## src/rtl/fifo_pkg.sv

```systemverilog
// ============================================================================
//  Module  : fifo_pkg
//  Brief   : Shared defaults and buffer-state encoding for the FIFO read path.
//  Rev     : 1.0
// ============================================================================
`default_nettype none

package fifo_pkg;

   localparam int c_data_width = 8;
   localparam int c_cnt_width  = 16;

   typedef enum logic [1:0] {
      EMPTY = 2'd0,
      ONE   = 2'd1,
      TWO   = 2'd2
   } buf_state_e;

endpackage

`default_nettype wire

```

## src/rtl/fifo_stream_reader_if.sv

```systemverilog
// ============================================================================
//  Module  : fifo_stream_reader_if
//  Brief   : FIFO read port plus output stream bundle for the stream reader.
//  Rev     : 1.0
// ============================================================================
`default_nettype none

interface fifo_stream_reader_if
   import fifo_pkg::*;
#(
   parameter int DATA_WIDTH = c_data_width,
   parameter int CNT_WIDTH  = c_cnt_width
);

   logic                  en;
   logic                  empty;
   logic [DATA_WIDTH-1:0] rdata;
   logic                  rd_en;
   logic [DATA_WIDTH-1:0] out_data;
   logic                  out_valid;
   logic                  out_ready;
   logic [CNT_WIDTH-1:0]  rd_count;

   modport master (
      input  en, empty, rdata, out_ready,
      output rd_en, out_data, out_valid, rd_count
   );

   modport slave (
      output en, empty, rdata, out_ready,
      input  rd_en, out_data, out_valid, rd_count
   );

endinterface

`default_nettype wire

```

## src/rtl/fifo_rd_skid.sv

```systemverilog
// ============================================================================
//  Module  : fifo_rd_skid
//  Brief   : Two-entry head/tail buffer absorbing the FIFO read latency.
//  Rev     : 1.0
// ============================================================================
`default_nettype none

module fifo_rd_skid
   import fifo_pkg::*;
#(
   parameter int DATA_WIDTH = c_data_width
) (
   input  logic                  clk,
   input  logic                  rst,
   input  logic                  i_cap_valid,
   input  logic [DATA_WIDTH-1:0] i_cap_data,
   input  logic                  i_pop,
   output logic                  o_valid,
   output logic [DATA_WIDTH-1:0] o_data,
   output logic [1:0]            o_occ
);

   buf_state_e            r_state;
   buf_state_e            w_state_nxt;
   logic [DATA_WIDTH-1:0] r_head;
   logic [DATA_WIDTH-1:0] r_tail;
   logic [DATA_WIDTH-1:0] w_head_nxt;
   logic [DATA_WIDTH-1:0] w_tail_nxt;

   always_ff @(posedge clk or negedge rst) begin
      if (!rst) begin
         r_state <= EMPTY;
         r_head  <= '0;
         r_tail  <= '0;
      end else begin
         r_state <= w_state_nxt;
         r_head  <= w_head_nxt;
         r_tail  <= w_tail_nxt;
      end
   end

   always_comb begin
      w_state_nxt = r_state;
      w_head_nxt  = r_head;
      w_tail_nxt  = r_tail;
      case (r_state)
         EMPTY: begin
            if (i_cap_valid) begin
               w_state_nxt = ONE;
               w_head_nxt  = i_cap_data;
            end
         end
         ONE: begin
            case ({i_cap_valid, i_pop})
               2'b11: w_head_nxt = i_cap_data;
               2'b10: begin
                  w_state_nxt = TWO;
                  w_tail_nxt  = i_cap_data;
               end
               2'b01: w_state_nxt = EMPTY;
               default: ;
            endcase
         end
         TWO: begin
            // The reader never pops the FIFO while full, so no capture here.
            if (i_pop) begin
               w_state_nxt = ONE;
               w_head_nxt  = r_tail;
            end
         end
         default: w_state_nxt = EMPTY;
      endcase
   end

   assign o_valid = (r_state != EMPTY);
   assign o_data  = r_head;
   assign o_occ   = r_state;

endmodule

`default_nettype wire

```

## src/rtl/fifo_stream_reader.sv

```systemverilog
// ============================================================================
//  Module  : fifo_stream_reader
//  Brief   : Drains a synchronous FIFO into a valid/ready stream.
//  Rev     : 1.0
// ============================================================================
`default_nettype none

module fifo_stream_reader
   import fifo_pkg::*;
#(
   parameter int DATA_WIDTH = c_data_width,
   parameter int CNT_WIDTH  = c_cnt_width
) (
   input  logic                 clk,
   input  logic                 rst,
   fifo_stream_reader_if.master bus
);

   logic                  w_out_valid;
   logic [DATA_WIDTH-1:0] w_out_data;
   logic [1:0]            w_occ;
   logic                  w_pop_out;
   logic [2:0]            w_occ_after;
   logic                  w_rd_en;
   logic                  r_inflight;
   logic [CNT_WIDTH-1:0]  r_rd_count;

   fifo_rd_skid #(
      .DATA_WIDTH (DATA_WIDTH)
   ) u_skid (
      .clk         (clk),
      .rst         (rst),
      .i_cap_valid (r_inflight),
      .i_cap_data  (bus.rdata),
      .i_pop       (w_pop_out),
      .o_valid     (w_out_valid),
      .o_data      (w_out_data),
      .o_occ       (w_occ)
   );

   assign w_pop_out   = w_out_valid & bus.out_ready;
   // Occupancy after the coming edge; a new pop is allowed only if it will fit.
   assign w_occ_after = {1'b0, w_occ} + {2'b00, r_inflight} - {2'b00, w_pop_out};
   assign w_rd_en     = rst & bus.en & ~bus.empty & (w_occ_after < 3'd2);

   always_ff @(posedge clk or negedge rst) begin
      if (!rst) begin
         r_inflight <= 1'b0;
         r_rd_count <= '0;
      end else begin
         r_inflight <= w_rd_en;
         if (w_rd_en) begin
            r_rd_count <= r_rd_count + CNT_WIDTH'(1);
         end
      end
   end

   assign bus.rd_en     = w_rd_en;
   assign bus.out_valid = w_out_valid;
   assign bus.out_data  = w_out_data;
   assign bus.rd_count  = r_rd_count;

endmodule

`default_nettype wire

```

## src/flat_wrapper.sv

```systemverilog
// flat-port wrapper written by rule: the top's interface ports become plain ports
module fifo_stream_reader_flat import fifo_pkg::*;
#(
   parameter int DATA_WIDTH = c_data_width,
   parameter int CNT_WIDTH  = c_cnt_width
)
  (clk, rst, bus_en, bus_empty, bus_rdata, bus_out_ready, bus_rd_en, bus_out_data, bus_out_valid, bus_rd_count);
  fifo_stream_reader_if #(.DATA_WIDTH(DATA_WIDTH), .CNT_WIDTH(CNT_WIDTH)) bus_i ();
  input  logic clk;
  input  logic rst;
  input wire logic [$bits(bus_i.en)-1:0] bus_en;
  input wire logic [$bits(bus_i.empty)-1:0] bus_empty;
  input wire logic [$bits(bus_i.rdata)-1:0] bus_rdata;
  input wire logic [$bits(bus_i.out_ready)-1:0] bus_out_ready;
  output wire logic [$bits(bus_i.rd_en)-1:0] bus_rd_en;
  output wire logic [$bits(bus_i.out_data)-1:0] bus_out_data;
  output wire logic [$bits(bus_i.out_valid)-1:0] bus_out_valid;
  output wire logic [$bits(bus_i.rd_count)-1:0] bus_rd_count;
  assign bus_i.en = bus_en;
  assign bus_i.empty = bus_empty;
  assign bus_i.rdata = bus_rdata;
  assign bus_i.out_ready = bus_out_ready;
  assign bus_rd_en = bus_i.rd_en;
  assign bus_out_data = bus_i.out_data;
  assign bus_out_valid = bus_i.out_valid;
  assign bus_rd_count = bus_i.rd_count;
  fifo_stream_reader #(.DATA_WIDTH(DATA_WIDTH), .CNT_WIDTH(CNT_WIDTH)) u_core (.clk(clk), .rst(rst), .bus(bus_i));
endmodule
```

## config.mk

```make
export PLATFORM = sky130hd
export DESIGN_NAME = fifo_stream_reader_flat
export DESIGN_NICKNAME = d
export VERILOG_FILES = /design/src/rtl/fifo_pkg.sv /design/src/rtl/fifo_stream_reader_if.sv /design/src/rtl/fifo_rd_skid.sv /design/src/rtl/fifo_stream_reader.sv /design/src/flat_wrapper.sv
export SDC_FILE = /design/constraint.sdc
export NUM_CORES = 1
export LEC_CHECK = 0
export ABC_AREA = 1
export CAP_MARGIN = 5
export CORE_MARGIN = 4
export CORE_UTILIZATION = 50
export DETAILED_ROUTE_END_ITERATION = 7
export GPL_TIMING_DRIVEN = 0
export PLACE_DENSITY = 0.78
export RECOVER_POWER = 25
export SYNTH_ARGS = -nofsm -noshare
export SYNTH_HDL_FRONTEND = slang
export SYNTH_SLANG_ARGS = --single-unit
export TNS_END_PERCENT = 30
```

## constraint.sdc

```tcl
create_clock -name clk -period 4.9 [get_ports clk]
set_clock_uncertainty 0.1 [all_clocks]
set_input_delay 1.47 -clock clk [delete_from_list [all_inputs] [get_ports clk]]
set_output_delay 1.47 -clock clk [all_outputs]
set_load 0.02 [all_outputs]
```

# Yosys cells after proc, flatten, opt, wreduce, memory -nomap -nowiden
# Cells that the tools add are included.
dict set report totals {
  regBits 35
  inputBits 13
  wordCells 37
}
dict set report classes {
  add_sub_neg 3
  magnitude_cmp 1
  n_eq_ne 9
  mux 8
  bitwise 5
  n_reduce_logical 6
}
# cell count
set ops {}
lappend ops {{$mux W8} 3}
lappend ops {{$pmux W8 S3} 1}
lappend ops {{$add A16 B1 Y16 const B} 1}
lappend ops {{$eq A2 B2 Y1 const B} 3}
lappend ops {{$pmux W2 S3} 1}
lappend ops {{$and A1 B1 Y1} 4}
lappend ops {{$eq A2 B1 Y1 const B} 2}
lappend ops {{$mux W2} 2}
lappend ops {{$ne A2 B1 Y1 const B} 2}
lappend ops {{$pmux W2 S2} 1}
lappend ops {{$reduce_and A4 Y1} 1}
lappend ops {{$add A2 B1 Y3} 1}
lappend ops {{$lt A3 B2 Y1 const B} 1}
lappend ops {{$ne A3 B2 Y1 const B} 1}
lappend ops {{$reduce_and A3 Y1} 1}
lappend ops {{$reduce_bool A3 Y1} 1}
lappend ops {{$sub A3 B1 Y3} 1}
lappend ops {{$logic_not A2 Y1} 1}
lappend ops {{$ne A2 B2 Y1 const B} 1}
lappend ops {{$reduce_and A2 Y1} 1}
lappend ops {{$reduce_bool A2 Y1} 1}
lappend ops {{$not A1 Y1} 1}

# Depth between registers and ports, before layout
dict set report depth {
  word_depth 5
  ltp_mapped 14
}

# Hierarchy
# A second synthesis with hierarchy kept.
dict set report hier_totals {
  cells_unflattened 250
  area_unflattened_um2 1920.6
}
# module n_inst cells_each area_each_um2
set modules_own_cells {}
lappend modules_own_cells {fifo_stream_reader 1 139 1014.7}
lappend modules_own_cells {fifo_rd_skid 1 111 905.9}

# Worst setup path after synthesis
# OpenSTA, ideal clock, no wires.
dict set report synth_timing {
  path_type {input to output}
  startpoint {input port bus_out_ready}
  endpoint {output port bus_rd_en}
  t_arrival_ps 2988
  required_ps 3330
  path_slack_ps 342
  stages 8
  path_buffers 0
  path_cell_list {nand2_1 > ha_1 > or2_2 > fa_1 > inv_1 > nor2_1 > nand2_1 > nor2_4}
}
dict set report synth_between {
  elab_chain_len 4
}
# element line_no
set synth_rtl {}
lappend synth_rtl {{start: declaration} flat_wrapper.sv:14} ;# input wire logic [$bits(bus_i.out_ready)-1:0] bus_out_ready;
lappend synth_rtl {{$and A1 B1 Y1} fifo_stream_reader.sv:41} ;# assign w_pop_out = w_out_valid & bus.out_ready;
lappend synth_rtl {{$sub A3 B1 Y3} fifo_stream_reader.sv:43} ;# assign w_occ_after = {1'b0, w_occ} + {2'b00, r_inflight} - {2'b00, w_pop_out};
lappend synth_rtl {{$lt A3 B2 Y1} fifo_stream_reader.sv:44} ;# assign w_rd_en = rst & bus.en & ~bus.empty & (w_occ_after < 3'd2);
lappend synth_rtl {{$and A1 B1 Y1} fifo_stream_reader.sv:44}
lappend synth_rtl {{end: declaration} flat_wrapper.sv:15} ;# output wire logic [$bits(bus_i.rd_en)-1:0] bus_rd_en;
# Every way passes these cells.

# Worst setup path after layout
# Same ends and word-level chain as after synthesis.

==> metrics <==
status complete, no violations; Residual DRC 0; num rows 21; Initial Util 53.50%; worst-path cell chain buf_2 > nand2_2 > ha_1 > or2_2 > fa_1 > inv_1 > nor2_1 > nand2_1 > nor2_4 > buf_6; Core ar. 0.003468 mm^2; dominant cells by area after synthesis dfrtp_1, nand2_1, inv_1; number of global-route vias before repair 1364; arrival time at the worst endpoint 3.17 ns; most frequent cells after synthesis nand2_1, dfrtp_1, inv_1; Worst Reg-to-Reg Cells 13; placed insts 320; Slowest-stage cell, CP fa_1; Setup CP Type in2out; grt total ovfl 0; worst-skew pair later-pin latency 0.28 ns; Synth-to-Final Area Change 28.39%; GRT Util Overall 17.14%; R2R Setup Slk 2.01 ns; DRT iter0 DRCs 71; Die Y 68.92 um; initial antenna violation count 0; Cell variety after synth 29; drt total wl 3.599 mm; crit path launch type input port; CTS tree built; Synth warnings 0; Netlist Area Pre-Place 0.001856 mm^2; Worst setup EP type output pin; Clk pin slew, worst setup/hold paths 0.07 ns; slowest stage delay, CP 0.52 ns; IO buf count 38; I/O pin cnt 39; DPL Wire Length 2.736 mm; Max-cap violations 0; Syn Nets 252; routability cong. 0.7598; Reg-to-Reg Start u_core.u_skid.o_occ[1]; ANT nets after route 0; largest net degree at the start of global routing 37; hold_buf cts 0; Worst Setup SP bus_out_ready; CTS max path bufs 2; Slew headroom 47.93%; Worst EP required 3.33 ns; leakage power 1.206 nW; peak supply drop 296.9 uV; Hold Startpoint u_core.u_skid.o_data[0]; Critical R2R Capture u_core.bus.rd_count[15]; cell family with most CP delay adder cells; clock root buffer clkbuf_8; Yosys top cell area share 47.20%; ys flop type dfrtp_1; first-pass GRT wire length 6.030 mm; async set-reset flop share out of synthesis 100.0%; Num CTS Buffers 5; Hold Violations, Final 0; Post-Syn Instances 236; most area-hungry cell type in the Yosys netlist dfrtp_1; PD cells 457.6 mW/mm^2; Setup violations, final 0; Max Slew Vio Count 0; total power 1.090 mW; worst slew pin tran 0.7811 ns; Crit Path Max Fanout 4; share of layout cells above drive strength 1 11.70%; Via density 4.716; CTS H-tree depth 2; CTS sink count 35; filler cell count 288; via count 1547; CP bufs+invs 3; fin nets 298; Min Clock Period, post-route 4.740 ns; number of synthesized flops with an enable pin 0; Period Utilization, post-route 96.74%; Worst Hold Path EP u_core.u_skid.o_data[0]; Seq cells post-synth 35; Wirelength per Cell 10.97 um; non-filler instance count after layout 328; RSZ-0062 raised after global routing false; Avg Cell Area, Syn 7.862 um^2; First-pass DRT Iterations 4; Die X-Extent 68.92 um; diode count 0; sequential area share after synthesis 47.20%; Min-Delay Path Depth 2; Fmax 211.0 MHz; HP Class reg2reg; die area 0.004750 mm^2; most common cell in the netlist nand2_1
-- placed cells by master, fill, tap and decap left out --
| master | synthesis | final |
|---|---|---|
| buf_2 | 2 | 4 |
| nor3_1 | 2 | 2 |
| nor2_4 | 2 | 2 |
| o21ai_2 | 2 | 2 |
| dfrtp_1 | 35 | 35 |
| fa_1 | 1 | 1 |
| o21ai_1 | 5 | 5 |
| nor2_1 | 18 | 18 |
| xnor2_1 | 2 | 2 |
| clkbuf_8 | 0 | 6 |
| inv_1 | 30 | 30 |
| xor2_1 | 4 | 4 |
| inv_2 | 2 | 2 |
| nand3_1 | 8 | 8 |
| clkinv_2 | 0 | 1 |
| nor2_8 | 1 | 1 |
| or2_2 | 1 | 1 |
| ha_1 | 2 | 2 |
| nand4_1 | 4 | 4 |
| o31ai_1 | 1 | 1 |
| nor2_2 | 2 | 2 |
| buf_4 | 0 | 1 |
| nand3b_1 | 3 | 3 |
| a21oi_1 | 3 | 3 |
| nand2_4 | 1 | 1 |
| nand2_1 | 80 | 79 |
| clkdlybuf4s50_1 | 0 | 35 |
| buf_6 | 1 | 2 |
| a21boi_0 | 1 | 1 |
| o21ai_0 | 15 | 15 |
| nand3_2 | 1 | 1 |
| o211ai_1 | 1 | 1 |
| nand2_2 | 6 | 7 |
-- worst max-delay path by stage --
stage | slack [ns] | to | cells past startpoint
2_1_floorplan | 0.34 | bus_rd_en | 8
3_3_place_gp | -1.00 | bus_rd_en | 6
3_5_place_dp | -0.91 | bus_rd_en | 10
4_1_cts | 0.04 | bus_rd_en | 10
5_1_grt | 0.02 | bus_rd_en | 10
6_report | 0.16 | bus_rd_en | 10
-- power breakdown --
| part | total (mW) | switching [mW] | internal (mW) |
|---|---|---|---|
| registers | 0.422 | 0.0586 | 0.364 |
| clock network | 0.210 | 0.100 | 0.110 |
| logic | 0.457 | 0.259 | 0.198 |
| total | 1.09 | 0.418 | 0.672 |
-- per-layer routing --
metal	share of wire, %	GRT usage, %
met4	0.86	5.839
met1	49	23.00
met2	45	26.79
met3	4.6	4.376
met5	0	0
-- logic make-up after synthesis --
| family | count (synthesis) | share of synthesized area, % |
|---|---|---|
| compound gates | 28 | 8.361 |
| xor+xnor | 6 | 2.832 |
| simple gates | 129 | 31.56 |
| fa+ha+maj | 3 | 2.427 |
| buf+inv | 35 | 7.620 |
| flops | 35 | 47.20 |
-- timing repair --
item,CTS,global route
endpoints found under the hold margin,0,0
setup endpoints to repair,1,1
resized for setup,8,3
setup buffers,1,0
pin swaps,1,3
-- registers in the layout, indices dropped and copies added (netlist names) --
signal	count
u_core.bus.rd_count	16
u_core.r_inflight	1
u_core.u_skid.o_data	8
u_core.u_skid.o_occ	2
u_core.u_skid.r_tail	8
-- through the flow --
stage	utilization [%]	hold WS, ns	setup slack, ns	setup TNS [ns]	cell area (um^2)
global route	68.69	0.3981	0.01553	0	2382
detailed placement	65.98	0.3643	-0.9135	-0.9135	2288
global placement	66.13	0.3641	-1.002	-1.002	2293
finish	68.69	0.3772	0.1598	0	2382
floorplan	-	0.3479	0.3419	0	1856
CTS	68.69	0.3823	0.03755	0	2382
-- tightest hold or removal path, cell delays in order, from the launching register on --
cell	delay, ns
dfrtp_1	0.34
nand2_1	0.05
nand2_1	0.06
-- cell type report --
type	count	area [um^2]	share of cell area [%]
Sequential cell	35	875.8	36.76
Multi-Input combinational cell	166	840.8	35.29
Timing Repair Buffer	39	379.1	15.91
Inverter	32	120.1	5.042
Clock buffer	6	82.58	3.466
Tap cell	46	57.56	2.416
Buffer	3	21.27	0.8929
Clock inverter	1	5.005	0.2101
(Power assumes the default switching activity.)
